<file path="src/rtl/id_loader.sv">
// Writer side of the day02 box-ID memory: packs newline-terminated lines of
// ID_LEN lowercase letters from a byte stream into words at consecutive addresses.
module id_loader #(
    parameter int unsigned ID_LEN = 26,
    parameter int unsigned DEPTH  = 250,
    parameter int unsigned ADDR_W = 16
) (
    input  logic                  clk,
    input  logic                  rst_n,
    input  logic                  in_valid,
    output logic                  in_ready,
    input  logic [7:0]            in_data,
    output logic                  wr_en,
    output logic [ADDR_W-1:0]     wr_addr,
    output logic [ID_LEN*8-1:0]   wr_data,
    output logic [ADDR_W-1:0]     count,
    output logic                  done,
    output logic                  err
);

    localparam int unsigned DATA_W = ID_LEN * 8;
    localparam int unsigned CW     = $clog2(ID_LEN + 1);
    localparam logic [CW-1:0]     C_FULL = CW'(ID_LEN);
    localparam logic [ADDR_W-1:0] LAST   = ADDR_W'(DEPTH - 1);

    localparam logic [7:0] CH_NUL = 8'h00;
    localparam logic [7:0] CH_LF  = 8'h0A;
    localparam logic [7:0] CH_CR  = 8'h0D;
    localparam logic [7:0] CH_A   = 8'h61;
    localparam logic [7:0] CH_Z   = 8'h7A;

    typedef enum logic [1:0] {ACCUM, DISCARD, WRITE, DONE} state_t;

    state_t             state;
    logic [CW-1:0]      c;
    logic               eos;
    logic [DATA_W-1:0]  pack;

    logic xfer_c;
    logic letter_c;

    assign xfer_c   = in_valid && in_ready;
    assign letter_c = (in_data >= CH_A) && (in_data <= CH_Z);

    // The packing and count registers are themselves the write port.
    assign wr_data = pack;
    assign wr_addr = count;

    // Line parser; in_ready tracks whether the next state accepts bytes.
    always_ff @(posedge clk or negedge rst_n) begin
        if (!rst_n) begin
            state    <= ACCUM;
            c        <= '0;
            eos      <= 1'b0;
            pack     <= '0;
            count    <= '0;
            in_ready <= 1'b0;
            wr_en    <= 1'b0;
            done     <= 1'b0;
            err      <= 1'b0;
        end else begin
            wr_en    <= 1'b0;
            in_ready <= (state == ACCUM) || (state == DISCARD);
            case (state)
                ACCUM: begin
                    if (xfer_c) begin
                        if (letter_c) begin
                            if (c != C_FULL) begin
                                for (int k = 0; k < int'(ID_LEN); k++) begin
                                    if (c == CW'(k)) pack[8*k +: 8] <= in_data;
                                end
                                c <= c + CW'(1);
                            end else begin
                                err   <= 1'b1;
                                state <= DISCARD;
                            end
                        end else if (in_data == CH_CR) begin
                            state <= ACCUM;
                        end else if (in_data == CH_LF) begin
                            if (c == C_FULL) begin
                                state    <= WRITE;
                                wr_en    <= 1'b1;
                                in_ready <= 1'b0;
                            end else if (c != '0) begin
                                err <= 1'b1;
                                c   <= '0;
                            end
                        end else if (in_data == CH_NUL) begin
                            in_ready <= 1'b0;
                            if (c == C_FULL) begin
                                state <= WRITE;
                                wr_en <= 1'b1;
                                eos   <= 1'b1;
                            end else begin
                                if (c != '0) err <= 1'b1;
                                c     <= '0;
                                state <= DONE;
                                done  <= 1'b1;
                            end
                        end else begin
                            err   <= 1'b1;
                            state <= DISCARD;
                        end
                    end
                end
                DISCARD: begin
                    if (xfer_c) begin
                        if (in_data == CH_LF) begin
                            c     <= '0;
                            state <= ACCUM;
                        end else if (in_data == CH_NUL) begin
                            c        <= '0;
                            state    <= DONE;
                            done     <= 1'b1;
                            in_ready <= 1'b0;
                        end
                    end
                end
                WRITE: begin
                    count <= count + ADDR_W'(1);
                    c     <= '0;
                    if ((count == LAST) || eos) begin
                        state    <= DONE;
                        done     <= 1'b1;
                        in_ready <= 1'b0;
                    end else begin
                        state    <= ACCUM;
                        in_ready <= 1'b1;
                    end
                end
                DONE: begin
                    in_ready <= 1'b0;
                end
                default: state <= DONE;
            endcase
        end
    end

endmodule

</file>
<file path="config.mk">
export PLATFORM = sky130hd
export DESIGN_NAME = id_loader
export DESIGN_NICKNAME = d
export VERILOG_FILES = /design/src/rtl/id_loader.sv
export SDC_FILE = /design/constraint.sdc
export NUM_CORES = 1
export LEC_CHECK = 0
export CAP_MARGIN = 20
export CORE_ASPECT_RATIO = 0.5
export CORE_MARGIN = 5
export CORE_UTILIZATION = 48
export DETAILED_ROUTE_END_ITERATION = 12
export PLACE_DENSITY_LB_ADDON = 0.1
export SYNTH_ARGS = -nofsm -noshare
export SYNTH_HDL_FRONTEND = slang
export SYNTH_SLANG_ARGS = --single-unit
</file>
<file path="constraint.sdc">
create_clock -name clk -period 2.65 [get_ports clk]
set_clock_uncertainty 0.2 [all_clocks]
set_input_delay 0.53 -clock clk [delete_from_list [all_inputs] [get_ports clk]]
set_output_delay 0.53 -clock clk [all_outputs]
set_load 0.02 [all_outputs]
</file>
==> results of run 1 <==
-- worst paths after layout --
| kind | start | endpoint | slack [ps] | depth (start not counted) |
|---|---|---|---|---|
| max | in_data[2] | wr_data[180]$_DFFE_PN0P_ | 80 | 9 |
| min | wr_data[70]$_DFFE_PN0P_ | wr_data[70]$_DFFE_PN0P_ | 260 | 1 |
| max reg2reg | c[0]$_DFFE_PN0P_ | wr_data[65]$_DFFE_PN0P_ | 250 | 7 |
| min reg2reg | wr_data[70]$_DFFE_PN0P_ | wr_data[70]$_DFFE_PN0P_ | 260 | 1 |
| max in group asynchronous | rst_n | wr_data[85]$_DFFE_PN0P_ | 1210 | 3 |
| min in group asynchronous | rst_n | wr_data[70]$_DFFE_PN0P_ | 350 | 2 |
-- routing by layer --
metal	vias to the layer above	global-route usage
li1	2852	-
met1	3161	0.284
met2	144	0.348
met3	24	0.0652
met4	0	0.0339
met5	-	0
-- flip-flops by register name, indices dropped and copies added, names as in the netlist --
register / flops
err: 1
in_ready: 1
eos: 1
c: 5
wr_data: 208
state: 2
count: 16
wr_en: 1
done: 1
-- placed cells by master, fill, tap and decap left out, drive strengths merged, types with 3 or more instances in the layout --
cell / n
clkinv: 5
inv: 13
nand2b: 45
nand4: 6
nor2b: 8
nor3: 4
nor4: 8
nor2: 12
and2: 25
xor2: 6
ha: 11
clkdlybuf4s50: 249
nor3b: 3
mux2: 133
nand3: 18
clkbuf: 30
nand2: 28
buf: 70
a21oi: 7
dfrtp: 236
or2: 9
and3: 9
xnor2: 10
o21ai: 6
-- worst max-delay path, stage by stage --
cell             delay [ps]
clkdlybuf4s50_1         460
or4_4                   510
o221ai_4                260
buf_6                   160
nor4_4                   40
buf_4                   170
buf_4                   140
nand3_2                 130
mux2_2                  350
-- cell type report --
cell class | count | area [sq um]
clock buffers | 30 | 579
clock inverters | 6 | 33.8
fillers | 1424 | 6080
inverters | 12 | 45.0
multi-input cells | 370 | 3190
flip-flops and latches | 236 | 5910
well taps | 266 | 333
repair buffers | 322 | 3160
-- power by group through the flow --
stage	clock, mW	sequential, mW	combinational (mW)
floorplan	0	4.16	0.652
global placement	0	4.00	1.54
detailed placement	0	4.01	1.55
CTS	2.88	3.95	1.57
global route	3.01	3.97	1.69
finish	2.79	3.95	1.56
-- synthesized netlist by cell type (8+ instances only) --
cell type  count
and3_1         9
nor2_1        12
mux2_4        16
and2_1        25
or2_2          9
xnor2_1       10
nor2b_1        8
mux2_2       117
nand3_2        8
ha_1          11
clkbuf_1      19
nand3_1       10
inv_1         12
nand2b_1      45
nand2_1       28
buf_4         16
dfrtp_1      236
-- logic make-up (layout without fill, tap and decap cells) --
family | Yosys count | in the layout
muxes | 134 | 134
AOI/OAI and AO/OA | 27 | 27
buffers and inverters | 53 | 370
and+or+nand+nor | 182 | 182
DFF | 236 | 236
adders and majority gates | 11 | 11
xor gates and xnor gates | 16 | 16
-- what timing repair did --
item,4_1_cts,5_1_grt
setup endpoints to repair,24,82
hold buffers,1,0
gates resized for setup,3,8
endpoints found under the hold margin,55,0
setup buffers,1,4
pin swaps,1,2
==> impl_metrics.toml, run 1 <==
[routing]
drcViolationCount = 0
wl_met2_mm = 11.3
drt_wl_total_mm = 24.1
first_pass_iters = 4
met3_length_mm = 1.71
wl_met1_mm = 10.8
detail-route-antenna-nets = 0
vias = 6181
vias_per_cell = 4.98
wl_per_cell_um = 19.4
top_layer_used = "met4"
drtIter0Drc = 277

[yosys]
synth_compound_area_frac = 0.0211
synthXorXnorAreaFrac = 0.0150
synth_cell_types = 48
async_flop_share = 1.00
yosys.area_share.simple = 0.120
synth_area_leaders = "dfrtp_1, mux2_2, nand2b_1, mux2_4, and2_1"
synthCells = 659
synth_area_sq_um = 9360
synth_top_family_by_area = "multiplexers"
muxShareOfSynthArea = 0.168
yosysTopAreaCell = "dfrtp_1"
synth-edff-count = 0
synthFlopType = "dfrtp_1"
synth.yosys.seq_area_share = 0.631
synth_top_area_share = 0.631
synth-adder-area-share = 0.0147
avgSynthCellArea_sq_um = 14.2
synth_fp_nets = 681
ys_seq_elements = 236
synth_warnings = 0

[power]
p_leak_nw = 6.44
p_comb_frac = 0.188
vdd_drop_max_mv = 0.435
p_int_mw = 6.00
finalPower_mw = 8.30
pwr_density_cell_nw_per_um2 = 626
p_clk_frac = 0.337
seqPwrFrac = 0.476
netSwitchingPower_mw = 2.30
swShare = 0.277

[finish]
final_cells = 1242
finish.utilization = 0.685
final_nets = 985
area_growth_pct = 41.6
layout-drive-gt1-share = 0.270
diodes = 0
fin_area_sq_um = 13200

[placed_design]
dpl.hpwl_mm = 17.5
dp.cells = 1200
finalWeightedCongestion = 0.858
portBuffers = 254
dp_slack_ps = -567
post_dp_cell_area_sq_um = 12500

[floorplan]
io_pins = 255
start_util = 0.484
rows = 36
die_h_um = 109
core_area_sq_um = 19300
dieArea_sq_um = 22600
die_width_um = 207

[grt]
gr-total-overflow = 0
antenna_found_initial = 0
grt_pass1_wl_mm = 38.0
grt_max_degree = 61
grt_pass1_vias = 6655
grt_usage = 0.210

[run]
maxCapViolCount = 0

[clock_network]
cts-root-buf = "clkbuf_16"
cts_buffers = 21
clk_pin_slew_ps = 60
clock_sinks = 236
clockBufferDepth = 3
clkLatencyLatePin_ps = 500
cts.htree.levels = 1
cts_tree = "yes"

[timing]
setup_violations = 0
drv_slew = 0
worst_pin_slew_ps = 567
min_period_over_period = 0.971
setup_slack_ps = 75.7
hold_slack_ps = 265
period_minus_slack_ps = 2570
timing.slew.headroom = 0.620
hold_viol = 0
max_freq_mhz = 388
rsz0062_at_grt = "false"
setup_tns_ps = 0

[setup_path]
startpoint_type = "input pin"
crit_type = "in2reg"
crit_arrival_ps = 2750
crit_required_ps = 2830
crit_path_end_kind = "flop"
worstPathMaxFanout = 8

[hold_path]
hold_path_class = "reg2reg"

[outcome]
status = "complete, no violations"
(Power assumes the default switching activity.)
==> run 2, diff against run 1 <==
CTS_CLUSTER_SIZE = 12   (was not set)
==> run 2 against run 1 <==
  * Total power rose by 0.55%
  * Cell count decreased by 0.81%
  * Design area is 0.11% lower
  * Non-clock buffer count down 1
  * Clock-buffer cell count down 4
  * Critical path type unchanged
  * Sequential power is essentially flat
  * Sequential share of layout area rose by 0.051 points
==> impl_metrics.toml, run 2 (synthesis results as in run 1) <==
[outcome]
status = "complete, no violations"

[timing]
rsz0062_at_grt = "false"
timing.slew.headroom = 0.622
worst_pin_slew_ps = 564
drv_slew = 0
setup_tns_ps = 0
min_period_over_period = 0.972
setup_slack_ps = 74.2
max_freq_mhz = 388
setup_violations = 0
period_minus_slack_ps = 2580
hold_viol = 0

[setup_path]
crit_type = "in2reg"
startpoint_type = "input pin"
crit_path_end_kind = "flop"
crit_arrival_ps = 2760
crit_required_ps = 2830
worstPathMaxFanout = 8

[routing]
wl_per_cell_um = 19.7
vias_per_cell = 5.00
vias = 6162
detail-route-antenna-nets = 0
first_pass_iters = 4
drcViolationCount = 0
drt_wl_total_mm = 24.2
drtIter0Drc = 296

[power]
vdd_drop_max_mv = 0.492
p_leak_nw = 6.42
netSwitchingPower_mw = 2.29
p_clk_frac = 0.340
p_int_mw = 6.05
swShare = 0.275
p_comb_frac = 0.186
seqPwrFrac = 0.474
pwr_density_cell_nw_per_um2 = 631

[finish]
layout_common_cells = "clkdlybuf4s50_1, dfrtp_1, mux2_2, buf_4, nand2b_1"
multiInputGateArea_sq_um = 3190
final_nets = 986
layout_commonest_cell = "clkdlybuf4s50_1"
area_growth_pct = 41.4
diodes = 0
fin_area_sq_um = 13200
layout-drive-gt1-share = 0.265
n_fill_cell = 1411
largest_reg_flops = 208
finish.utilization = 0.685
seqCellArea_sq_um = 5910

[floorplan]
dieArea_sq_um = 22600
start_util = 0.484
io_pins = 255
die_width_um = 207
core_area_sq_um = 19300
die_h_um = 109
rows = 36

[placed_design]
finalWeightedCongestion = 0.858
dpl.hpwl_mm = 17.5
post_dp_cell_area_sq_um = 12500
portBuffers = 254
dp_slack_ps = -567

[clock_network]
clkLatencyLatePin_ps = 500
cts.htree.levels = 1
clk_pin_slew_ps = 60
clockBufferDepth = 3
clock_sinks = 236
cts_tree = "yes"
cts_buffers = 23
cts-root-buf = "clkbuf_16"

[grt]
grt_usage = 0.212
grt_pass1_wl_mm = 38.1
antenna_found_initial = 0
grt_pass1_vias = 6623
gr-total-overflow = 0
grt_max_degree = 61

[run]
maxCapViolCount = 0

[hold_path]
hold_path_class = "reg2reg"
-- run 2: cell types whose count changed in the layout (fill, tap and decap cells not counted), sizes merged --
| cell | change |
|---|---|
| buf | -1 |
| clkbuf | -4 |
| clkinv | -5 |
-- run 2: critical path, cell delays in order --
cell	delay (ps)
clkdlybuf4s50_1	460
or4_4	510
o221ai_4	260
buf_6	160
nor4_4	40
buf_4	180
nand2_1	230
mux2_2	380
-- run 2: final cells by class --
cell class | count | area share
Clock buffer | 26 | 0.0451
Clock inverter | 1 | 0.000662
Inverter | 12 | 0.00340
Multi-Input combinational cell | 370 | 0.241
Sequential cell | 236 | 0.446
Tap cell | 266 | 0.0252
Timing Repair Buffer | 321 | 0.238
-- run 2: final timing paths --
check,start,end,slack (ps),cells after the start
setup reg to reg,state[1]$_DFFE_PN0P_,wr_data[98]$_DFFE_PN0P_,230,6
min in group asynchronous,rst_n,wr_data[70]$_DFFE_PN0P_,350,2
hold / removal,wr_data[70]$_DFFE_PN0P_,wr_data[70]$_DFFE_PN0P_,260,1
hold reg to reg,wr_data[70]$_DFFE_PN0P_,wr_data[70]$_DFFE_PN0P_,260,1
setup / recovery,in_data[2],wr_data[152]$_DFFE_PN0P_,70,8
max in group asynchronous,rst_n,wr_data[85]$_DFFE_PN0P_,1200,3
-- run 2: power by group through the flow --
stage               combinational (mW)  sequential, mW  clock, mW
global placement                  1.54            4.00          0
global route                      1.69            3.98       3.04
finish                            1.55            3.95       2.84
floorplan                        0.652            4.16          0
CTS                               1.57            3.95       2.90
detailed placement                1.55            4.01          0
-- run 2: layer usage --
metal | routed length [um] | track usage
met3 | 1630 | 0.0644
met4 | 315 | 0.0325
met2 | 11200 | 0.343
met5 | 0 | 0
met1 | 11100 | 0.292
-- run 2: through the flow --
step	instances	total power [mW]	hold WS (ps)
final	1232	8.34	263
after CTS	1231	8.42	267
after global routing	1232	8.70	282
after detailed placement	1200	5.56	251
after global placement	1200	5.54	248
after floorplan	659	4.81	34.4
-- run 2: repair_timing --
action                                  in CTS  in global routing
gates resized for setup                      2                  7
hold endpoints to repair                    55                  0
hold buffers                                 1                  0
endpoints found under the setup margin      23                 73
setup buffers                                3                  1
pin swaps                                    2                  1
